$ cat src/rtl/fp_div_pkg.sv
// rtl/fp_div_pkg.sv - shared state encoding, flag indices and format constants for fp_div_iter
package fp_div_pkg;

  typedef enum logic [1:0] {
    ST_IDLE   = 2'd0,
    ST_DIVIDE = 2'd1,
    ST_ROUND  = 2'd2,
    ST_DONE   = 2'd3
  } state_t;

  localparam int FLAG_UNDERFLOW   = 0;
  localparam int FLAG_OVERFLOW    = 1;
  localparam int FLAG_DIV_BY_ZERO = 2;
  localparam int FLAG_INVALID     = 3;

  function automatic int exp_bias(input int exp_w);
    return (1 << (exp_w - 1)) - 1;
  endfunction

  // Canonical quiet NaN: sign 0, exponent all ones, only the fraction MSB set.
  function automatic logic [63:0] qnan_bits(input int exp_w, input int man_w);
    logic [63:0] ones;
    ones = (64'd1 << exp_w) - 64'd1;
    return (ones << man_w) | (64'd1 << (man_w - 1));
  endfunction

endpackage

$ cat src/rtl/fp_div_iter_if.sv
// rtl/fp_div_iter_if.sv - operand/result handshake bundle for fp_div_iter
interface fp_div_iter_if #(
  parameter int EXP_W = 8,
  parameter int MAN_W = 23
);
  localparam int W = 1 + EXP_W + MAN_W;

  logic         in_valid;
  logic         in_ready;
  logic [W-1:0] a;
  logic [W-1:0] b;
  logic         out_valid;
  logic         out_ready;
  logic [W-1:0] c;
  logic [3:0]   flags;

  modport master (
    output in_valid, a, b, out_ready,
    input  in_ready, out_valid, c, flags
  );

  modport slave (
    input  in_valid, a, b, out_ready,
    output in_ready, out_valid, c, flags
  );
endinterface

$ cat src/rtl/fp_classify.sv
// rtl/fp_classify.sv - combinational operand classification and hidden-bit mantissa
module fp_classify
  import fp_div_pkg::*;
#(
  parameter int EXP_W = 8,
  parameter int MAN_W = 23
) (
  input  logic [EXP_W+MAN_W:0] x_i,
  output logic                 sign_o,
  output logic [EXP_W-1:0]     exp_o,
  output logic                 is_zero_o,
  output logic                 is_inf_o,
  output logic                 is_nan_o,
  output logic                 is_subnormal_o,
  output logic [MAN_W:0]       mant_o
);
  logic [MAN_W-1:0] frac;
  logic             exp_zero;
  logic             exp_ones;
  logic             frac_zero;

  assign sign_o    = x_i[EXP_W+MAN_W];
  assign exp_o     = x_i[EXP_W+MAN_W-1:MAN_W];
  assign frac      = x_i[MAN_W-1:0];
  assign exp_zero  = (exp_o == '0);
  assign exp_ones  = (exp_o == '1);
  assign frac_zero = (frac == '0);

  assign is_zero_o      = exp_zero & frac_zero;
  assign is_subnormal_o = exp_zero & ~frac_zero;
  assign is_inf_o       = exp_ones & frac_zero;
  assign is_nan_o       = exp_ones & ~frac_zero;
  assign mant_o         = {~exp_zero, frac};
endmodule

$ cat src/rtl/fp_div_iter.sv
// rtl/fp_div_iter.sv - iterative radix-2 restoring floating-point divider with RNE rounding
module fp_div_iter
  import fp_div_pkg::*;
#(
  parameter int EXP_W = 8,
  parameter int MAN_W = 23
) (
  input  logic         clk,
  input  logic         rst,
  fp_div_iter_if.slave io
);
  localparam int W     = 1 + EXP_W + MAN_W;
  localparam int QW    = MAN_W + 3;
  localparam int EW2   = EXP_W + 2;
  localparam int CNT_W = $clog2(MAN_W + 4);

  localparam logic [CNT_W-1:0]      CNT_LAST  = CNT_W'(MAN_W + 2);
  localparam logic [EXP_W-1:0]      EXP_ONES  = '1;
  localparam logic [W-1:0]          QNAN      = W'(qnan_bits(EXP_W, MAN_W));
  localparam logic signed [EW2-1:0] BIAS_E    = EW2'(exp_bias(EXP_W));
  localparam logic signed [EW2-1:0] ONE_E     = EW2'(1);
  localparam logic signed [EW2-1:0] ZERO_E    = EW2'(0);
  localparam logic signed [EW2-1:0] EXP_MAX_E = $signed({2'b00, EXP_ONES});

  logic             ca_sign, cb_sign;
  logic [EXP_W-1:0] ca_exp, cb_exp;
  logic             ca_zero, cb_zero, ca_inf, cb_inf;
  logic             ca_nan, cb_nan, ca_sub, cb_sub;
  logic [MAN_W:0]   ca_mant, cb_mant;

  fp_classify #(.EXP_W(EXP_W), .MAN_W(MAN_W)) u_class_a (
    .x_i(io.a), .sign_o(ca_sign), .exp_o(ca_exp), .is_zero_o(ca_zero),
    .is_inf_o(ca_inf), .is_nan_o(ca_nan), .is_subnormal_o(ca_sub), .mant_o(ca_mant)
  );

  fp_classify #(.EXP_W(EXP_W), .MAN_W(MAN_W)) u_class_b (
    .x_i(io.b), .sign_o(cb_sign), .exp_o(cb_exp), .is_zero_o(cb_zero),
    .is_inf_o(cb_inf), .is_nan_o(cb_nan), .is_subnormal_o(cb_sub), .mant_o(cb_mant)
  );

  state_t                  state_q;
  logic                    in_ready_q, out_valid_q;
  logic [W-1:0]            c_q;
  logic [3:0]              flags_q;
  logic [CNT_W-1:0]        cnt_q;
  logic [MAN_W+1:0]        rem_q;
  logic [MAN_W:0]          mb_q;
  logic [QW-1:0]           quo_q;
  logic signed [EW2-1:0]   exp_q;
  logic                    sign_q;
  logic                    spec_q;
  logic [W-1:0]            spec_c_q;
  logic [3:0]              spec_flags_q;

  assign io.in_ready  = in_ready_q;
  assign io.out_valid = out_valid_q;
  assign io.c         = c_q;
  assign io.flags     = flags_q;

  // Special-operand outcome, decided at accept and carried through the fixed-latency pipeline.
  logic                  a_zero, b_zero, sign_d;
  logic                  spec_d;
  logic [W-1:0]          spec_c_d;
  logic [3:0]            spec_flags_d;
  logic signed [EW2-1:0] exp_d;

  always_comb begin
    a_zero       = ca_zero | ca_sub;
    b_zero       = cb_zero | cb_sub;
    sign_d       = ca_sign ^ cb_sign;
    spec_d       = 1'b1;
    spec_c_d     = '0;
    spec_flags_d = '0;
    exp_d        = $signed({2'b00, ca_exp}) - $signed({2'b00, cb_exp}) + BIAS_E;
    if (ca_nan | cb_nan | (a_zero & b_zero) | (ca_inf & cb_inf)) begin
      spec_c_d                   = QNAN;
      spec_flags_d[FLAG_INVALID] = 1'b1;
    end else if (ca_inf) begin
      spec_c_d = {sign_d, EXP_ONES, {MAN_W{1'b0}}};
    end else if (b_zero) begin
      spec_c_d                       = {sign_d, EXP_ONES, {MAN_W{1'b0}}};
      spec_flags_d[FLAG_DIV_BY_ZERO] = 1'b1;
    end else if (cb_inf | a_zero) begin
      spec_c_d = {sign_d, {(W-1){1'b0}}};
    end else begin
      spec_d = 1'b0;
    end
  end

  logic [MAN_W+2:0] diff;
  logic             qbit;
  logic [MAN_W+1:0] rem_sel, rem_d;

  always_comb begin
    diff    = {1'b0, rem_q} - {2'b00, mb_q};
    qbit    = ~diff[MAN_W+2];
    rem_sel = qbit ? diff[MAN_W+1:0] : rem_q;
    rem_d   = rem_sel << 1;
  end

  // Normalise to [1,2), then round-to-nearest-even using guard, round and remainder sticky.
  logic                  msb, guard, rbit, sticky, rnd_up, carry;
  logic [MAN_W-1:0]      frac_pre, frac_d;
  logic signed [EW2-1:0] exp_fin;
  logic [W-1:0]          res_c_d;
  logic [3:0]            res_flags_d;

  always_comb begin
    msb         = quo_q[QW-1];
    frac_pre    = msb ? quo_q[QW-2:2] : quo_q[QW-3:1];
    guard       = msb ? quo_q[1] : quo_q[0];
    rbit        = msb & quo_q[0];
    sticky      = |rem_q;
    rnd_up      = guard & (rbit | sticky | frac_pre[0]);
    carry       = rnd_up & (&frac_pre);
    frac_d      = frac_pre + {{(MAN_W-1){1'b0}}, rnd_up};
    exp_fin     = exp_q - (msb ? ZERO_E : ONE_E) + (carry ? ONE_E : ZERO_E);
    res_c_d     = {sign_q, exp_fin[EXP_W-1:0], frac_d};
    res_flags_d = '0;
    if (spec_q) begin
      res_c_d     = spec_c_q;
      res_flags_d = spec_flags_q;
    end else if (exp_fin >= EXP_MAX_E) begin
      res_c_d                    = {sign_q, EXP_ONES, {MAN_W{1'b0}}};
      res_flags_d[FLAG_OVERFLOW] = 1'b1;
    end else if (exp_fin[EW2-1] || (exp_fin == ZERO_E)) begin
      res_c_d                     = {sign_q, {(W-1){1'b0}}};
      res_flags_d[FLAG_UNDERFLOW] = 1'b1;
    end
  end

  always_ff @(posedge clk) begin
    if (rst) begin
      state_q      <= ST_IDLE;
      in_ready_q   <= 1'b1;
      out_valid_q  <= 1'b0;
      c_q          <= '0;
      flags_q      <= '0;
      cnt_q        <= '0;
      rem_q        <= '0;
      mb_q         <= '0;
      quo_q        <= '0;
      exp_q        <= '0;
      sign_q       <= 1'b0;
      spec_q       <= 1'b0;
      spec_c_q     <= '0;
      spec_flags_q <= '0;
    end else begin
      case (state_q)
        ST_IDLE: begin
          if (io.in_valid && in_ready_q) begin
            rem_q        <= {1'b0, ca_mant};
            mb_q         <= cb_mant;
            quo_q        <= '0;
            exp_q        <= exp_d;
            sign_q       <= sign_d;
            spec_q       <= spec_d;
            spec_c_q     <= spec_c_d;
            spec_flags_q <= spec_flags_d;
            cnt_q        <= '0;
            in_ready_q   <= 1'b0;
            state_q      <= ST_DIVIDE;
          end
        end
        ST_DIVIDE: begin
          rem_q <= rem_d;
          quo_q <= {quo_q[QW-2:0], qbit};
          if (cnt_q == CNT_LAST) begin
            cnt_q   <= '0;
            state_q <= ST_ROUND;
          end else begin
            cnt_q <= cnt_q + 1'b1;
          end
        end
        ST_ROUND: begin
          c_q         <= res_c_d;
          flags_q     <= res_flags_d;
          out_valid_q <= 1'b1;
          state_q     <= ST_DONE;
        end
        ST_DONE: begin
          if (io.out_ready) begin
            out_valid_q <= 1'b0;
            in_ready_q  <= 1'b1;
            state_q     <= ST_IDLE;
          end
        end
        default: state_q <= ST_IDLE;
      endcase
    end
  end
endmodule

$ cat src/flat_wrapper.sv
// flat-port wrapper written by rule: the top's interface ports become plain ports
module fp_div_iter_flat import fp_div_pkg::*;
#(
  parameter int EXP_W = 8,
  parameter int MAN_W = 23
)
  (clk, rst, io_in_valid, io_a, io_b, io_out_ready, io_in_ready, io_out_valid, io_c, io_flags);
  fp_div_iter_if #(.EXP_W(EXP_W), .MAN_W(MAN_W)) io_i ();
  input  logic clk;
  input  logic rst;
  input wire logic [$bits(io_i.in_valid)-1:0] io_in_valid;
  input wire logic [$bits(io_i.a)-1:0] io_a;
  input wire logic [$bits(io_i.b)-1:0] io_b;
  input wire logic [$bits(io_i.out_ready)-1:0] io_out_ready;
  output wire logic [$bits(io_i.in_ready)-1:0] io_in_ready;
  output wire logic [$bits(io_i.out_valid)-1:0] io_out_valid;
  output wire logic [$bits(io_i.c)-1:0] io_c;
  output wire logic [$bits(io_i.flags)-1:0] io_flags;
  assign io_i.in_valid = io_in_valid;
  assign io_i.a = io_a;
  assign io_i.b = io_b;
  assign io_i.out_ready = io_out_ready;
  assign io_in_ready = io_i.in_ready;
  assign io_out_valid = io_i.out_valid;
  assign io_c = io_i.c;
  assign io_flags = io_i.flags;
  fp_div_iter #(.EXP_W(EXP_W), .MAN_W(MAN_W)) u_core (.clk(clk), .rst(rst), .io(io_i));
endmodule
$ cat config.mk
export PLATFORM = sky130hd
export DESIGN_NAME = fp_div_iter_flat
export DESIGN_NICKNAME = d
export VERILOG_FILES = /design/src/rtl/fp_div_pkg.sv /design/src/rtl/fp_div_iter_if.sv /design/src/rtl/fp_classify.sv /design/src/rtl/fp_div_iter.sv /design/src/flat_wrapper.sv
export SDC_FILE = /design/constraint.sdc
export NUM_CORES = 1
export LEC_CHECK = 0
export ABC_CLOCK_PERIOD_IN_PS = 6300
export CORE_MARGIN = 2
export CORE_UTILIZATION = 35
export DETAILED_ROUTE_END_ITERATION = 16
export GPL_ROUTABILITY_DRIVEN = 0
export MAX_ROUTING_LAYER = met4
export PLACE_DENSITY_LB_ADDON = 0.15
export RECOVER_POWER = 25
export SLEW_MARGIN = 20
export SYNTH_ARGS = -nofsm -noshare
export SYNTH_HDL_FRONTEND = slang
export SYNTH_SLANG_ARGS = --single-unit
$ cat constraint.sdc
create_clock -name clk -period 6.3 [get_ports clk]
set_input_delay 1.26 -clock clk [delete_from_list [all_inputs] [get_ports clk]]
set_output_delay 1.26 -clock clk [all_outputs]
set_load 0.02 [all_outputs]
==> flow_summary.ini, run 1 <==
[clock_network]
ctsHoldBuffers = 0
tritoncts = yes
htreeDepth = 4
clk_latency_ns = 0.43
cts_made_buffers = 17
post_cts_buffers = 0
clk_pin_slew_worst_paths_ns = 0.06
clk_path_buf_depth = 2
cts.sinks = 136
cts_resized = 0
root_buffer = clkbuf_16

[setup_path]
crit_chain = clkbuf_1, clkbuf_1, or3_1, o31ai_1
cp.arrival_ns = 5.61
r2r_slack_ns = 1.27
cp_common_cell = clkbuf_1
cp-start-kind = primary input
timing.rr.end = u_core.io.c[28]$_SDFFE_PP0P_
timing.critical_path.required_ns = 6.53
endpoint_kind = flip-flop
path_class = primary input to flip-flop
r2r_cells = 17
crit_fanout = 71
slowest_delay_ns = 2.41
crit_buf_inv = 2
r2r-start = u_core.quo_q[25]$_SDFFE_PP0P_
cp_top_family = buffers and inverters
cp_slowest_cell = clkbuf_1

[placement]
dp_cells = 1489
hpwl_mm = 17.9
portBuffers = 105
dpl_worst_slack_ns = 1.43

[pwr]
comb_power_share = 0.565
p_leak_nw = 3.85
p_switching_mw = 2.32
swShare = 0.440
powerDensity_nw_per_um2 = 491
seq_power_share = 0.226
p_clk_frac = 0.209
intPower_mw = 2.96
vdd_ir_drop_max_mv = 0.239

[hold_path]
holdPathStages = 2
hp-start = u_core.mb_q[15]$_SDFFE_PP0P_
min_to = u_core.mb_q[15]$_SDFFE_PP0P_
hp-class = flip-flop to flip-flop

[die]
num_io_pins = 106
die_w_um = 163
die_area_um2 = 26600
core_um2 = 25000
initial_core_util = 0.354
die_y_um = 163
fp-row-count = 58

[synth]
synthTopCellsByArea = dfxtp_1, ha_1, a21oi_1, nor2_1, nand2_1
ys_seq_elements = 136
synth_cells = 1110
yosysSeqAreaShare = 0.308
synth_top_area_share = 0.308
synth_enable_flop_cells = 0
async_flop_share = 0
syn-mean-instance-area_um2 = 7.97
synth_cell_type_count = 83
synth_ff_type = dfxtp_1
synth.cell_area_um2 = 8850
synth_area_leader_cell = dfxtp_1
synth_warnings = 0
syn_nets = 1232

[detailed_routing]
drc = 0
drt_iter0_markers = 472
via_per_inst = 5.44
drt-total-wl_mm = 25.0
wl_per_cell_um = 16.5
num_vias = 8256
dr.pass1.iters = 5
ant_nets = 0

[global_route]
first_global_vias = 7638
grt.total_usage = 0.195
grt_pass1_wl_mm = 40.2
met3_usage = 0.0382
met2_usage = 0.291
antenna_found_initial = 0
overflow = 0
use_met1 = 0.267
grt.busiest_layer = met2
grt_max_degree = 72

[timing]
period_minus_slack_ns = 5.38
finalSetupViolCount = 0
drv_slew = 117
fin_ws_ns = 0.923
fmax_ghz = 0.186
setup_tns_ns = 0
fin_crit_sh = 0.854
hold_viol = 0
skew_ns = 0.0128
rsz0062_at_grt = no
tightest_slew_ns = 3.50
relSlewSlack = -1.34

[status]
status = finished, violations left
violations = max-capacitance violations, max-slew violations

[finish]
fin_nets = 1300
drive_above_1_share = 0.0639
area_growth_pct = 21.6
stdcell_count = 1519
final_util = 0.431
antenna_cells = 0

[job]
cap_violations = 2
[worst max-delay path by stage]
stage,from,endpoint,slack [ns],depth (start not counted)
finish,rst,u_core.exp_q[7]$_SDFFE_PP0P_,0.92,4
floorplan,u_core.quo_q[25]$_SDFFE_PP0P_,u_core.io.c[28]$_SDFFE_PP0P_,2.00,18
detailed placement,u_core.quo_q[25]$_SDFFE_PP0P_,u_core.io.c[6]$_SDFFE_PP0P_,1.43,17
global placement,u_core.quo_q[25]$_SDFFE_PP0P_,u_core.io.c[18]$_SDFFE_PP0P_,1.51,17
CTS,u_core.quo_q[25]$_SDFFE_PP0P_,u_core.io.c[19]$_SDFFE_PP0P_,1.37,17
global route,rst,u_core.exp_q[8]$_SDFFE_PP0P_,0.55,3
[cells in the final DEF, fill, tap and decap left out, drive strengths merged, types with 20 or more instances in the layout]
cell type / instances
a211oi: 29
a21oi: 91
a22oi: 29
clkbuf: 20
clkdlybuf4s50: 96
dfxtp: 136
ha: 51
inv: 67
mux2i: 24
nand2: 104
nand3: 26
nor2: 111
nor3: 25
nor4: 24
o21ai: 42
xnor2: 24
[layout make-up]
class | instances | area (um^2)
clock buffer | 18 | 439
clock inverter | 12 | 200
fill | 2546 | 14200
inverter | 66 | 248
multi-input combinational | 839 | 5600
sequential | 136 | 2720
tap | 330 | 413
timing repair buffer | 118 | 1140
[state kept, by name (all words and copies together), names as in the netlist, 2 cells and up]
name	count
u_core.cnt_q	5
u_core.exp_q	10
u_core.io.c	32
u_core.io.flags	4
u_core.mb_q	24
u_core.quo_q	26
u_core.rem_q	25
u_core.spec_c_q	3
u_core.state_q	2
[worst min-delay path, cell delays in order, from the launching register on]
cell and delay [ns]:
dfxtp_1 0.31, nand2_1 0.05, a21oi_1 0.05
[cells by family (layout without fill, tap and decap cells)]
logic type | count (synthesis) | after routing | share of synthesized area
DFF | 136 | 136 | 0.308
and+or+nand+nor | 389 | 389 | 0.216
xor gates and xnor gates | 41 | 41 | 0.0406
muxes | 27 | 27 | 0.0314
AOI/OAI and AO/OA | 328 | 328 | 0.265
buffers and inverters | 135 | 214 | 0.0611
adders and majority gates | 54 | 54 | 0.0789
[metrics by stage]
step | cell area, um^2 | power [mW] | hold slack [ns]
finish | 10800 | 5.28 | 0.455
global route | 10800 | 5.68 | 0.475
CTS | 10800 | 5.28 | 0.456
detailed placement | 10100 | 4.16 | 0.447
global placement | 10100 | 4.17 | 0.443
floorplan | 8850 | 3.46 | 0.432
[power groups by stage]
stage          clock network, mW  logic, mW  registers [mW]
3_5_place_dp                   0       2.95            1.21
6_report                    1.10       2.98            1.19
2_1_floorplan                  0       2.28            1.18
4_1_cts                     1.12       2.97            1.19
5_1_grt                     1.16       3.30            1.22
3_3_place_gp                   0       2.96            1.21
[routing by layer]
layer / wire length [um] / share of wire / vias up
met5: 0 / 0 / -
met4: 499 / 0.020 / 0
met3: 1060 / 0.042 / 23
met2: 10900 / 0.44 / 190
met1: 12600 / 0.50 / 3864
li1: - / - / 4179
[synthesized netlist by cell type, types with 4 or more instances]
| library cell | instances |
|---|---|
| dfxtp_1 | 136 |
| nor2_1 | 111 |
| nand2_1 | 104 |
| a21oi_1 | 89 |
| inv_1 | 65 |
| ha_1 | 51 |
| clkbuf_1 | 50 |
| o21ai_0 | 41 |
| a22oi_1 | 28 |
| nand3_1 | 26 |
| a211oi_1 | 24 |
| mux2i_1 | 24 |
| xnor2_1 | 24 |
| nor3_1 | 23 |
| nor4_1 | 23 |
| a21o_1 | 18 |
| nand4_1 | 18 |
| nor2b_1 | 17 |
| xor2_1 | 17 |
| or3_1 | 16 |
| o21a_1 | 15 |
| a22o_1 | 14 |
| nand2b_1 | 14 |
| a31oi_1 | 11 |
| a32o_1 | 10 |
| buf_1 | 8 |
| a311oi_1 | 7 |
| a32oi_1 | 7 |
| and2_1 | 7 |
| buf_2 | 6 |
| o21bai_1 | 6 |
| o31ai_1 | 6 |
| a211oi_2 | 5 |
| nand3b_1 | 5 |
| nor3b_1 | 5 |
| o211ai_1 | 5 |
| a221oi_1 | 4 |
| o2111ai_1 | 4 |
(Power assumes the default switching activity.)
==> inputs of run 2 (changes only) <==
--- a/config.mk
+++ b/config.mk
@@ -6,6 +6,7 @@
 export NUM_CORES = 1
 export LEC_CHECK = 0
 export ABC_CLOCK_PERIOD_IN_PS = 6300
+export CAP_MARGIN = 15
 export CORE_MARGIN = 2
 export CORE_UTILIZATION = 35
 export DETAILED_ROUTE_END_ITERATION = 16
==> results of run 2 <==
No change in the layout: final DEF, timing and power equal those of run 1.
